File: config.mk
export PLATFORM = sky130hd
export DESIGN_NAME = dac_spi_tx_flat
export DESIGN_NICKNAME = d
export VERILOG_FILES = /design/src/rtl/dac_spi_pkg.sv /design/src/rtl/dac_spi_tx_if.sv /design/src/rtl/spi_tick_gen.sv /design/src/rtl/dac_spi_tx.sv /design/src/flat_wrapper.sv
export SDC_FILE = /design/constraint.sdc
export NUM_CORES = 1
export LEC_CHECK = 0
export CAP_MARGIN = 0
export CORE_ASPECT_RATIO = 0.75
export CORE_UTILIZATION = 60
export DETAILED_ROUTE_END_ITERATION = 10
export GPL_TIMING_DRIVEN = 0
export MAX_ROUTING_LAYER = met4
export PLACE_DENSITY = 0.83
export SYNTH_ARGS = -nofsm -noshare
export SYNTH_HDL_FRONTEND = slang
export SYNTH_SLANG_ARGS = --single-unit
File: constraint.sdc
create_clock -name sysclk -period 2.9 [get_ports sysclk]
set_input_delay 0.58 -clock sysclk [delete_from_list [all_inputs] [get_ports sysclk]]
set_output_delay 0.58 -clock sysclk [all_outputs]
set_load 0.05 [all_outputs]
File: src/rtl/dac_spi_pkg.sv
// ---------------------------------------------------------------------------
// dac_spi_pkg
// Shared types and constants for the serial DAC transmitter:
//   state_e     - transmitter FSM states
//   FRAME_W     - width of one SPI write frame (16 bits)
//   TICKS       - divider ticks per frame (two per SCK period, 16 bits)
//   BIT_*       - command-bit positions inside the frame word
//   make_frame  - builds the frame word for a 10-bit sample
// ---------------------------------------------------------------------------
package dac_spi_pkg;

    typedef enum logic [1:0] {
        ST_IDLE,
        ST_SHIFT,
        ST_CSH,
        ST_LDAC
    } state_e;

    localparam int DATA_W     = 10;
    localparam int FRAME_W    = 16;
    localparam int TICKS      = 32;
    localparam int TICK_CNT_W = $clog2(TICKS);

    localparam int BIT_AB     = 15;  // 0 selects DAC A
    localparam int BIT_BUF    = 14;  // VREF buffer enable
    localparam int BIT_GA_N   = 13;  // 1 = gain x1
    localparam int BIT_SHDN_N = 12;  // 1 = output active
    localparam int DATA_LSB   = 2;   // data occupies [11:2], [1:0] are don't-care zeros

    function automatic logic [FRAME_W-1:0] make_frame(input logic [DATA_W-1:0] data,
                                                      input logic              buf_en,
                                                      input logic              ga_n);
        logic [FRAME_W-1:0] w;
        w                       = '0;
        w[BIT_AB]               = 1'b0;
        w[BIT_BUF]              = buf_en;
        w[BIT_GA_N]             = ga_n;
        w[BIT_SHDN_N]           = 1'b1;
        w[DATA_LSB +: DATA_W]   = data;
        return w;
    endfunction

endpackage

File: src/rtl/dac_spi_tx_if.sv
// ---------------------------------------------------------------------------
// dac_spi_tx_if
// Bundles the sample-side handshake and the SPI/LDAC pins of dac_spi_tx.
//   data_in, load          - sample and one-cycle strobe from the producer
//   busy, overrun          - transmitter status
//   dac_cs, dac_sck,
//   dac_sdi, dac_ld        - DAC pins (CS and LDAC active-low, SPI mode 0)
// master: the sample producer / board side.  slave: the transmitter.
// ---------------------------------------------------------------------------
interface dac_spi_tx_if;
    import dac_spi_pkg::*;

    logic [DATA_W-1:0] data_in;
    logic              load;
    logic              busy;
    logic              overrun;
    logic              dac_cs;
    logic              dac_sck;
    logic              dac_sdi;
    logic              dac_ld;

    modport master (
        output data_in, load,
        input  busy, overrun, dac_cs, dac_sck, dac_sdi, dac_ld
    );

    modport slave (
        input  data_in, load,
        output busy, overrun, dac_cs, dac_sck, dac_sdi, dac_ld
    );

endinterface

File: src/rtl/spi_tick_gen.sv
// ---------------------------------------------------------------------------
// spi_tick_gen
// Divider producing a one-cycle tick every CLK_DIV enabled cycles.
//   sysclk  - system clock
//   rst_n   - synchronous active-low reset
//   clear   - restart the count at 0 (frame start, aligns tick phase to load)
//   enable  - count only while enabled
//   tick    - high during the last cycle of each CLK_DIV period
// ---------------------------------------------------------------------------
module spi_tick_gen #(
    parameter int CLK_DIV = 25
) (
    input  logic sysclk,
    input  logic rst_n,
    input  logic clear,
    input  logic enable,
    output logic tick
);

    localparam int            CW   = $clog2(CLK_DIV);
    localparam logic [CW-1:0] LAST = CW'(CLK_DIV - 1);

    logic [CW-1:0] cnt_q, cnt_d;

    // tick must not depend on clear: the parent derives clear from tick.
    assign tick = enable && (cnt_q == LAST);

    always_comb begin
        cnt_d = cnt_q;
        if (clear) begin
            cnt_d = '0;
        end else if (enable) begin
            cnt_d = (cnt_q == LAST) ? '0 : cnt_q + 1'b1;
        end
    end

    always_ff @(posedge sysclk) begin
        if (!rst_n) cnt_q <= '0;
        else        cnt_q <= cnt_d;
    end

endmodule

File: src/rtl/dac_spi_tx.sv
// ---------------------------------------------------------------------------
// dac_spi_tx
// Serial DAC transmitter: shifts each 10-bit sample as a 16-bit write frame
// to an MCP4911-class DAC, then pulses LDAC. A one-entry holding register
// absorbs a sample arriving mid-frame.
//   sysclk, rst_n  - clock, synchronous active-low reset
//   bus (slave)    - data_in/load in; busy/overrun/dac_cs/dac_sck/dac_sdi/dac_ld out
// Parameters: CLK_DIV (sysclk cycles per SCK half-period, >= 2),
//             DAC_BUF, DAC_GA_N (frame command bits).
// ---------------------------------------------------------------------------
module dac_spi_tx
    import dac_spi_pkg::*;
#(
    parameter int   CLK_DIV  = 25,
    parameter logic DAC_BUF  = 1'b0,
    parameter logic DAC_GA_N = 1'b1
) (
    input  logic         sysclk,
    input  logic         rst_n,
    dac_spi_tx_if.slave  bus
);

    state_e                  state_q, state_d;
    logic [TICK_CNT_W-1:0]   tick_cnt_q, tick_cnt_d;
    logic [FRAME_W-2:0]      shreg_q, shreg_d;     // bits still to send after dac_sdi
    logic [DATA_W-1:0]       hold_q, hold_d;
    logic                    hold_vld_q, hold_vld_d;
    logic                    busy_q, busy_d;
    logic                    overrun_q, overrun_d;
    logic                    cs_q, cs_d;
    logic                    sck_q, sck_d;
    logic                    sdi_q, sdi_d;
    logic                    ld_q, ld_d;

    logic                    tick;
    logic                    start;
    logic                    final_ldac;
    logic [DATA_W-1:0]       start_data;
    logic [FRAME_W-1:0]      frame;

    spi_tick_gen #(.CLK_DIV(CLK_DIV)) u_tick (
        .sysclk (sysclk),
        .rst_n  (rst_n),
        .clear  (start),
        .enable (state_q != ST_IDLE),
        .tick   (tick)
    );

    assign final_ldac = (state_q == ST_LDAC) && tick;

    // NOTE: every signal written here gets a default first, so no path leaves
    // one unassigned and no latch is inferred.
    always_comb begin
        state_d    = state_q;
        tick_cnt_d = tick_cnt_q;
        shreg_d    = shreg_q;
        hold_d     = hold_q;
        hold_vld_d = hold_vld_q;
        busy_d     = busy_q;
        overrun_d  = overrun_q;
        cs_d       = cs_q;
        sck_d      = sck_q;
        sdi_d      = sdi_q;
        ld_d       = ld_q;
        start      = 1'b0;
        start_data = bus.data_in;
        frame      = '0;

        // Mid-frame load goes to the holding register; a valid entry is lost.
        if (bus.load && (state_q != ST_IDLE) && !final_ldac) begin
            hold_d     = bus.data_in;
            hold_vld_d = 1'b1;
            if (hold_vld_q) overrun_d = 1'b1;
        end

        case (state_q)
            ST_IDLE: begin
                if (bus.load) start = 1'b1;
            end
            ST_SHIFT: begin
                if (tick) begin
                    sck_d      = ~sck_q;
                    tick_cnt_d = tick_cnt_q + 1'b1;
                    if (sck_q) begin
                        // Falling SCK edge: present the next bit.
                        sdi_d   = shreg_q[FRAME_W-2];
                        shreg_d = {shreg_q[FRAME_W-3:0], 1'b0};
                    end
                    if (tick_cnt_q == TICK_CNT_W'(TICKS - 1)) begin
                        state_d    = ST_CSH;
                        cs_d       = 1'b1;
                        tick_cnt_d = '0;
                    end
                end
            end
            ST_CSH: begin
                if (tick) begin
                    state_d = ST_LDAC;
                    ld_d    = 1'b0;
                end
            end
            ST_LDAC: begin
                if (tick) begin
                    ld_d = 1'b1;
                    if (bus.load) begin
                        // Fresh sample wins; a held one is dropped.
                        start = 1'b1;
                        if (hold_vld_q) begin
                            hold_vld_d = 1'b0;
                            overrun_d  = 1'b1;
                        end
                    end else if (hold_vld_q) begin
                        start      = 1'b1;
                        start_data = hold_q;
                        hold_vld_d = 1'b0;
                    end else begin
                        state_d = ST_IDLE;
                        busy_d  = 1'b0;
                    end
                end
            end
            default: state_d = ST_IDLE;
        endcase

        if (start) begin
            frame      = make_frame(start_data, DAC_BUF, DAC_GA_N);
            state_d    = ST_SHIFT;
            tick_cnt_d = '0;
            shreg_d    = frame[FRAME_W-2:0];
            sdi_d      = frame[FRAME_W-1];
            cs_d       = 1'b0;
            sck_d      = 1'b0;
            busy_d     = 1'b1;
        end
    end

    // NOTE: sequential state uses non-blocking assignments only, so every
    // flop samples the pre-edge values regardless of statement order.
    always_ff @(posedge sysclk) begin
        if (!rst_n) begin
            state_q    <= ST_IDLE;
            tick_cnt_q <= '0;
            shreg_q    <= '0;
            hold_q     <= '0;
            hold_vld_q <= 1'b0;
            busy_q     <= 1'b0;
            overrun_q  <= 1'b0;
            cs_q       <= 1'b1;
            sck_q      <= 1'b0;
            sdi_q      <= 1'b0;
            ld_q       <= 1'b1;
        end else begin
            state_q    <= state_d;
            tick_cnt_q <= tick_cnt_d;
            shreg_q    <= shreg_d;
            hold_q     <= hold_d;
            hold_vld_q <= hold_vld_d;
            busy_q     <= busy_d;
            overrun_q  <= overrun_d;
            cs_q       <= cs_d;
            sck_q      <= sck_d;
            sdi_q      <= sdi_d;
            ld_q       <= ld_d;
        end
    end

    assign bus.busy    = busy_q;
    assign bus.overrun = overrun_q;
    assign bus.dac_cs  = cs_q;
    assign bus.dac_sck = sck_q;
    assign bus.dac_sdi = sdi_q;
    assign bus.dac_ld  = ld_q;

endmodule

File: src/flat_wrapper.sv
// flat-port wrapper written by rule: the top's interface ports become plain ports
module dac_spi_tx_flat import dac_spi_pkg::*;
#(
    parameter int   CLK_DIV  = 25,
    parameter logic DAC_BUF  = 1'b0,
    parameter logic DAC_GA_N = 1'b1
)
  (sysclk, rst_n, bus_data_in, bus_load, bus_busy, bus_overrun, bus_dac_cs, bus_dac_sck, bus_dac_sdi, bus_dac_ld);
  dac_spi_tx_if bus_i ();
  input  logic sysclk;
  input  logic rst_n;
  input wire logic [$bits(bus_i.data_in)-1:0] bus_data_in;
  input wire logic [$bits(bus_i.load)-1:0] bus_load;
  output wire logic [$bits(bus_i.busy)-1:0] bus_busy;
  output wire logic [$bits(bus_i.overrun)-1:0] bus_overrun;
  output wire logic [$bits(bus_i.dac_cs)-1:0] bus_dac_cs;
  output wire logic [$bits(bus_i.dac_sck)-1:0] bus_dac_sck;
  output wire logic [$bits(bus_i.dac_sdi)-1:0] bus_dac_sdi;
  output wire logic [$bits(bus_i.dac_ld)-1:0] bus_dac_ld;
  assign bus_i.data_in = bus_data_in;
  assign bus_i.load = bus_load;
  assign bus_busy = bus_i.busy;
  assign bus_overrun = bus_i.overrun;
  assign bus_dac_cs = bus_i.dac_cs;
  assign bus_dac_sck = bus_i.dac_sck;
  assign bus_dac_sdi = bus_i.dac_sdi;
  assign bus_dac_ld = bus_i.dac_ld;
  dac_spi_tx #(.CLK_DIV(CLK_DIV), .DAC_BUF(DAC_BUF), .DAC_GA_N(DAC_GA_N)) u_core (.sysclk(sysclk), .rst_n(rst_n), .bus(bus_i));
endmodule
Word level (Yosys, flattened, before mapping)

Index checks and enable logic that the tools add are counted.

Output and inout port bits: 6
Word-level logic and storage cells: 106
Memory bits (read-only): 0
Bits in registers: 42
Memories kept: 0
Bits of input ports: 13
Bits in latches: 0
Memory bits (writable): 0

Reduce and logical (&&, ||, !) cells: 24
Shift-type cells: 0
Multiply operators: 0
Div/mod/pow operators: 0
Multiplexer cells: 45
Bitwise operators: 2
$add $sub $neg: 2
Equal/unequal tests: 19
Magnitude comparators: 0

Operators by type and width:

| operator                                                        | count |
|---|---|
| 14-bit 2-to-1 mux                                               | 4 |
| 10-bit 2-to-1 mux                                               | 4 |
| 1-bit 2-to-1 mux                                                | 26 |
| 7-bit AND reduction                                             | 2 |
| 2-bit nonzero test                                              | 7 |
| 2-bit 2-to-1 mux                                                | 6 |
| 3-bit by 1-bit != test with 1-bit output, second input constant | 4 |
| 3-bit AND reduction                                             | 4 |
| 5-bit by 1-bit adder with 5-bit output, second input constant   | 2 |
| 5-bit == test, second input constant                            | 2 |
| 5-bit 2-to-1 mux                                                | 2 |
| 2-bit by 1-bit != test with 1-bit output, second input constant | 5 |
| 2-bit != test, second input constant                            | 3 |
| 2-bit one-hot mux with 3 select lines                           | 1 |
| 2-bit == test, second input constant                            | 2 |
| 1-bit logical AND                                               | 4 |
| 1-bit one-hot mux with 2 select lines                           | 2 |
| 4-bit AND reduction                                             | 1 |
| 4-bit nonzero test                                              | 1 |
| 3-bit by 2-bit != test with 1-bit output, second input constant | 1 |
| 3-bit != test, second input constant                            | 1 |
| 3-bit nonzero test                                              | 1 |
| 2-bit by 1-bit == test with 1-bit output, second input constant | 1 |
| 2-bit zero test                                                 | 1 |
| other kinds (4)                                                 | 5 |

Longest topological paths before layout

Word-level depth: 10
Mapped depth: 8
Gate-level depth less buffers: 7

Modules after synthesis

Synthesis repeated with hierarchy kept, for this count alone.

Cell total of the unflattened synthesis: 231
Area, all modules: 2093.3 µm²

Modules (own cells, without submodules):

| module       | area each (µm²) | instances | cells an instance |
|---|---|---|---|
| dac_spi_tx   | 1810.5          | 1         | 200 |
| spi_tick_gen | 282.8           | 1         | 31 |

Worst setup path after synthesis

No wires, ideal clock.

Path kind: reg-to-reg
Start point: register u_core.state_q[0]
End point: register u_core.shreg_q[10]
Buffers on the path: 0
Arrival: 1762 ps
Stages on the path, launching flop included: 7
Slack: 1053 ps
Clock period less this slack: 1847 ps
Required time: 2814 ps
Cells stage by stage: dfxtp_1 inv_1 ha_1 nor4bb_1 nand2_2 mux2i_1 a211oi_1

Word-level cells in the longest chain between the ends: 6
Elaborated cells between the ends (all ways): 14
Classes of those cells: eq/ne: 2; mux: 5; reduce/logical: 7

Ends and longest elaborated chain:

| item                                  | RTL line           | text |
|---|---|---|
| start, declared                       | dac_spi_tx.sv:23   | `state_e state_q, state_d;` |
| start signal, assigned                | dac_spi_tx.sv:153  | `state_q <= state_d;` |
| 2-bit nonzero test                    | dac_spi_tx.sv:45   | `.enable (state_q != ST_IDLE),` |
| 1-bit logical AND                     | spi_tick_gen.sv:26 | `assign tick = enable && (cnt_q == LAST);` |
| 1-bit 2-to-1 mux                      | dac_spi_tx.sv:103  | `if (tick) begin` |
| 1-bit one-hot mux with 2 select lines | dac_spi_tx.sv:76   | `case (state_q)` |
| 2-bit nonzero test (no source line)   | --                 |  |
| 3-bit AND reduction (no source line)  | --                 |  |
| end signal, assigned                  | dac_spi_tx.sv:155  | `shreg_q <= shreg_d;` |
| end, declared                         | dac_spi_tx.sv:25   | `logic [FRAME_W-2:0] shreg_q, shreg_d;` |

Several ways; a longest one is shown, not always the timed one.
A chain may end at the register's enable or synchronous reset.

Worst setup path in the final report

Start point: register u_core.state_q[0]
End point: register u_core.shreg_q[11]

Same word-level chain as after synthesis.

==> impl_metrics.env <==
export IMPL_dp_cells=278
export IMPL_cp_start_kind="flip-flop"
export IMPL_post_cts_buffers=0
export IMPL_relSlewSlack=0.489
export IMPL_fin_crit_ns=2.30
export IMPL_drv_cap=0
export IMPL_htree_levels=2
export IMPL_avgSynthCellArea_um2=9.61
export IMPL_antenna_found_initial=0
export IMPL_swShare=0.352
export IMPL_clockBufferDepth=2
export IMPL_cts_tree="yes"
export IMPL_cp_slowest_cell="o21ai_0"
export IMPL_detailed_place_hpwl_um=2970
export IMPL_slew_violations=0
export IMPL_grt_usage=0.261
export IMPL_drt_total_wl_um=4240
export IMPL_startpoint="u_core.state_q[0]"
export IMPL_wl_per_cell_um=14.8
export IMPL_drt_iter0_markers=129
export IMPL_final_area_um2=2450
export IMPL_multi_input_area_um2=1190
export IMPL_grt_pass1_wl_um=7110
export IMPL_core_area_um2=3330
export IMPL_worstMarginPinSlew_ns=0.764
export IMPL_cp_slowest_stage_delay_ns=0.43
export IMPL_status="complete, no violations"
export IMPL_synth_top_area_frac=0.398
export IMPL_setup_viol=0
export IMPL_grt_max_degree=14
export IMPL_post_cts_resized=0
export IMPL_synthMuxAreaShare=0.114
export IMPL_synth_simple_gate_area_frac=0.164
export IMPL_place_congestion=0.826
export IMPL_rsz0062_at_grt="no"
export IMPL_vias_per_cell=5.91
export IMPL_yosysSeqAreaShare=0.398
export IMPL_timing_fmax_mhz=436
export IMPL_synth_top_family_by_area="compound AO/OA/AOI/OAI gates"
export IMPL_die_w_um=70.6
export IMPL_cpLargestDelayFamily="compound AO/OA/AOI/OAI gates"
export IMPL_arrival_ns=2.50
export IMPL_layout_drive_gt1_share=0.0935
export IMPL_start_util=0.634
export IMPL_worstPathBufferInverterCount=3
export IMPL_grt_pass1_vias=1545
export IMPL_peakVddDrop_uv=490
export IMPL_dr_pass1_iters=4
export IMPL_ant_nets=0
export IMPL_syn_to_final_growth_pct=16.1
export IMPL_postCtsHoldBufs=0
export IMPL_async_reset_ff_frac=0
export IMPL_synth_cell_types=48
export IMPL_synth_most_common_cell="dfxtp_1"
export IMPL_synth_ff_type="dfxtp_1"
export IMPL_clock_sinks=42
export IMPL_regArea_um2=841
export IMPL_crit_required_ns=3.11
export IMPL_cts_root_buf="clkbuf_8"
export IMPL_reg2reg_depth=7
export IMPL_crit_end="u_core.shreg_q[11]"
export IMPL_cp_depth=7
export IMPL_final_setup_tns_ns=0
export IMPL_yosys_top_cells_area="dfxtp_1, mux2i_1, ha_1"
export IMPL_synth_area_leader_cell="dfxtp_1"
export IMPL_io_buffers=18
export IMPL_yosys_register_bits=42
export IMPL_crit_type="reg -> reg"
export IMPL_synth_enable_flop_cells=0
export IMPL_placementRows=18
export IMPL_worstPathMaxFanout=10
export IMPL_crit_chain="inv_1, ha_1, buf_2, o21ai_0, clkbuf_1, a21oi_1, a211oi_1"
export IMPL_fp_dieArea_um2=3770
export IMPL_seq_power_share=0.402
export IMPL_p_per_area_nw_per_um2=737
export IMPL_fin_cells=286
export IMPL_p_clk_frac=0.251
export IMPL_synth_cells=220
export IMPL_syn_area_um2=2110
export IMPL_clock_latency_ns=0.29
export IMPL_yosys_top_cells_count="dfxtp_1, mux2i_1, nor2_1, a21oi_1, nor2b_1"
export IMPL_hold_viol_final=0
export IMPL_drc=0
export IMPL_die_h_um=53.4
export IMPL_finalClockSkew_ns=0.00453
export IMPL_r2r_slack_ns=0.60
export IMPL_synth_adder_area_share=0.0592
export IMPL_ys_warn_count=0
export IMPL_synth_xor_area_frac=0.0207
export IMPL_nets=268
export IMPL_power_leakage_uw=0.000975
export IMPL_overflow=0
export IMPL_boundaryPins=19
export IMPL_period_share=0.792
export IMPL_vias=1689
export IMPL_numCtsBuffers=5
export IMPL_synth_nets=243
export IMPL_switchingPower_uw=636
export IMPL_fill_cells=277
export IMPL_diodes=0
export IMPL_place_area_um2=2340
export IMPL_r2r_start="u_core.state_q[0]"
export IMPL_r2r_end="u_core.shreg_q[11]"
export IMPL_clk_pin_slew_worst_paths_ns=0.08
export IMPL_power_share_combinational=0.347
export IMPL_synth_compound_area_frac=0.203
export IMPL_intPower_uw=1170
export IMPL_cp_end_kind="flip-flop"
export IMPL_hold_path_class="reg -> reg"
final cells by class:
type | count | share of cell area
Sequential cell | 42 | 0.343
Tap cell | 40 | 0.0204
Inverter | 7 | 0.0107
Clock buffer | 6 | 0.0296
Clock inverter | 2 | 0.0153
Buffer | 11 | 0.0250
Timing Repair Buffer | 18 | 0.0734
Multi-Input combinational cell | 160 | 0.483
cells in the final DEF, fill, tap and decap left out, drive strengths merged, types with 9 or more instances in the layout:
cell type	n
dfxtp	42
mux2i	24
clkdlybuf4s50	18
nor2	17
a21oi	17
nor2b	15
a211oi	11
clkbuf	11
ha	10
o31ai	9
nand3	9
through the flow:
step | util | setup slack (ns) | hold slack (ns) | power, uW
floorplan | - | 1.05 | 0.453 | 1210
global placement | 0.703 | 0.450 | 0.459 | 1340
detailed placement | 0.703 | 0.395 | 0.462 | 1350
CTS | 0.736 | 0.622 | 0.486 | 1810
global route | 0.736 | 0.435 | 0.511 | 1920
finish | 0.736 | 0.604 | 0.476 | 1810
state kept, by name (all words and copies together) (netlist names):
name / cells
u_core.bus.overrun: 1
u_core.bus.busy: 1
u_core.hold_vld_q: 1
u_core.hold_q: 10
u_core.u_tick.cnt_q: 5
u_core.state_q: 2
u_core.bus.dac_ld: 1
u_core.shreg_q: 13
u_core.tick_cnt_q: 5
u_core.bus.dac_cs: 1
u_core.bus.dac_sdi: 1
u_core.bus.dac_sck: 1
worst min-delay path, stage by stage (launching register included):
cell and delay [ns]:
dfxtp_1 0.33, nand2_1 0.05, nand3_1 0.07
kinds of logic after synthesis:
logic type               after synthesis
flip-flops                            42
multiplexers                          24
AO/OA/AOI/OAI                         61
adder cells (fa/ha/maj)               10
XOR/XNOR                               5
AND/OR/NAND/NOR                       60
buffers and inverters                 18
layer usage:
layer / routed length (um) / global-route usage / share of wire
met1: 2240 / 0.348 / 0.53
met3: 188 / 0.0514 / 0.044
met4: 72 / 0.117 / 0.017
met2: 1740 / 0.390 / 0.41
met5: 0 / - / 0
power by group through the flow:
stage                     Combinational, uW  Sequential, uW  Clock, uW
final                                   628             726        454
after global routing                    699             738        481
after CTS                               622             725        459
after detailed placement                618             737          0
after global placement                  606             734          0
after floorplan                         456             750          0
worst min path at each step:
stage | startpoint | endpoint | slack [ns] | cells after the start
after floorplan | u_core.tick_cnt_q[3] | u_core.tick_cnt_q[3] | 0.45 | 2
after global placement | u_core.bus.dac_ld | u_core.bus.dac_ld | 0.46 | 2
after detailed placement | u_core.bus.dac_ld | u_core.bus.dac_ld | 0.46 | 2
after CTS | u_core.bus.dac_ld | u_core.bus.dac_ld | 0.49 | 2
after global routing | u_core.bus.dac_ld | u_core.bus.dac_ld | 0.51 | 2
final | u_core.bus.dac_ld | u_core.bus.dac_ld | 0.48 | 2
Power figures use the tool's default switching activity.
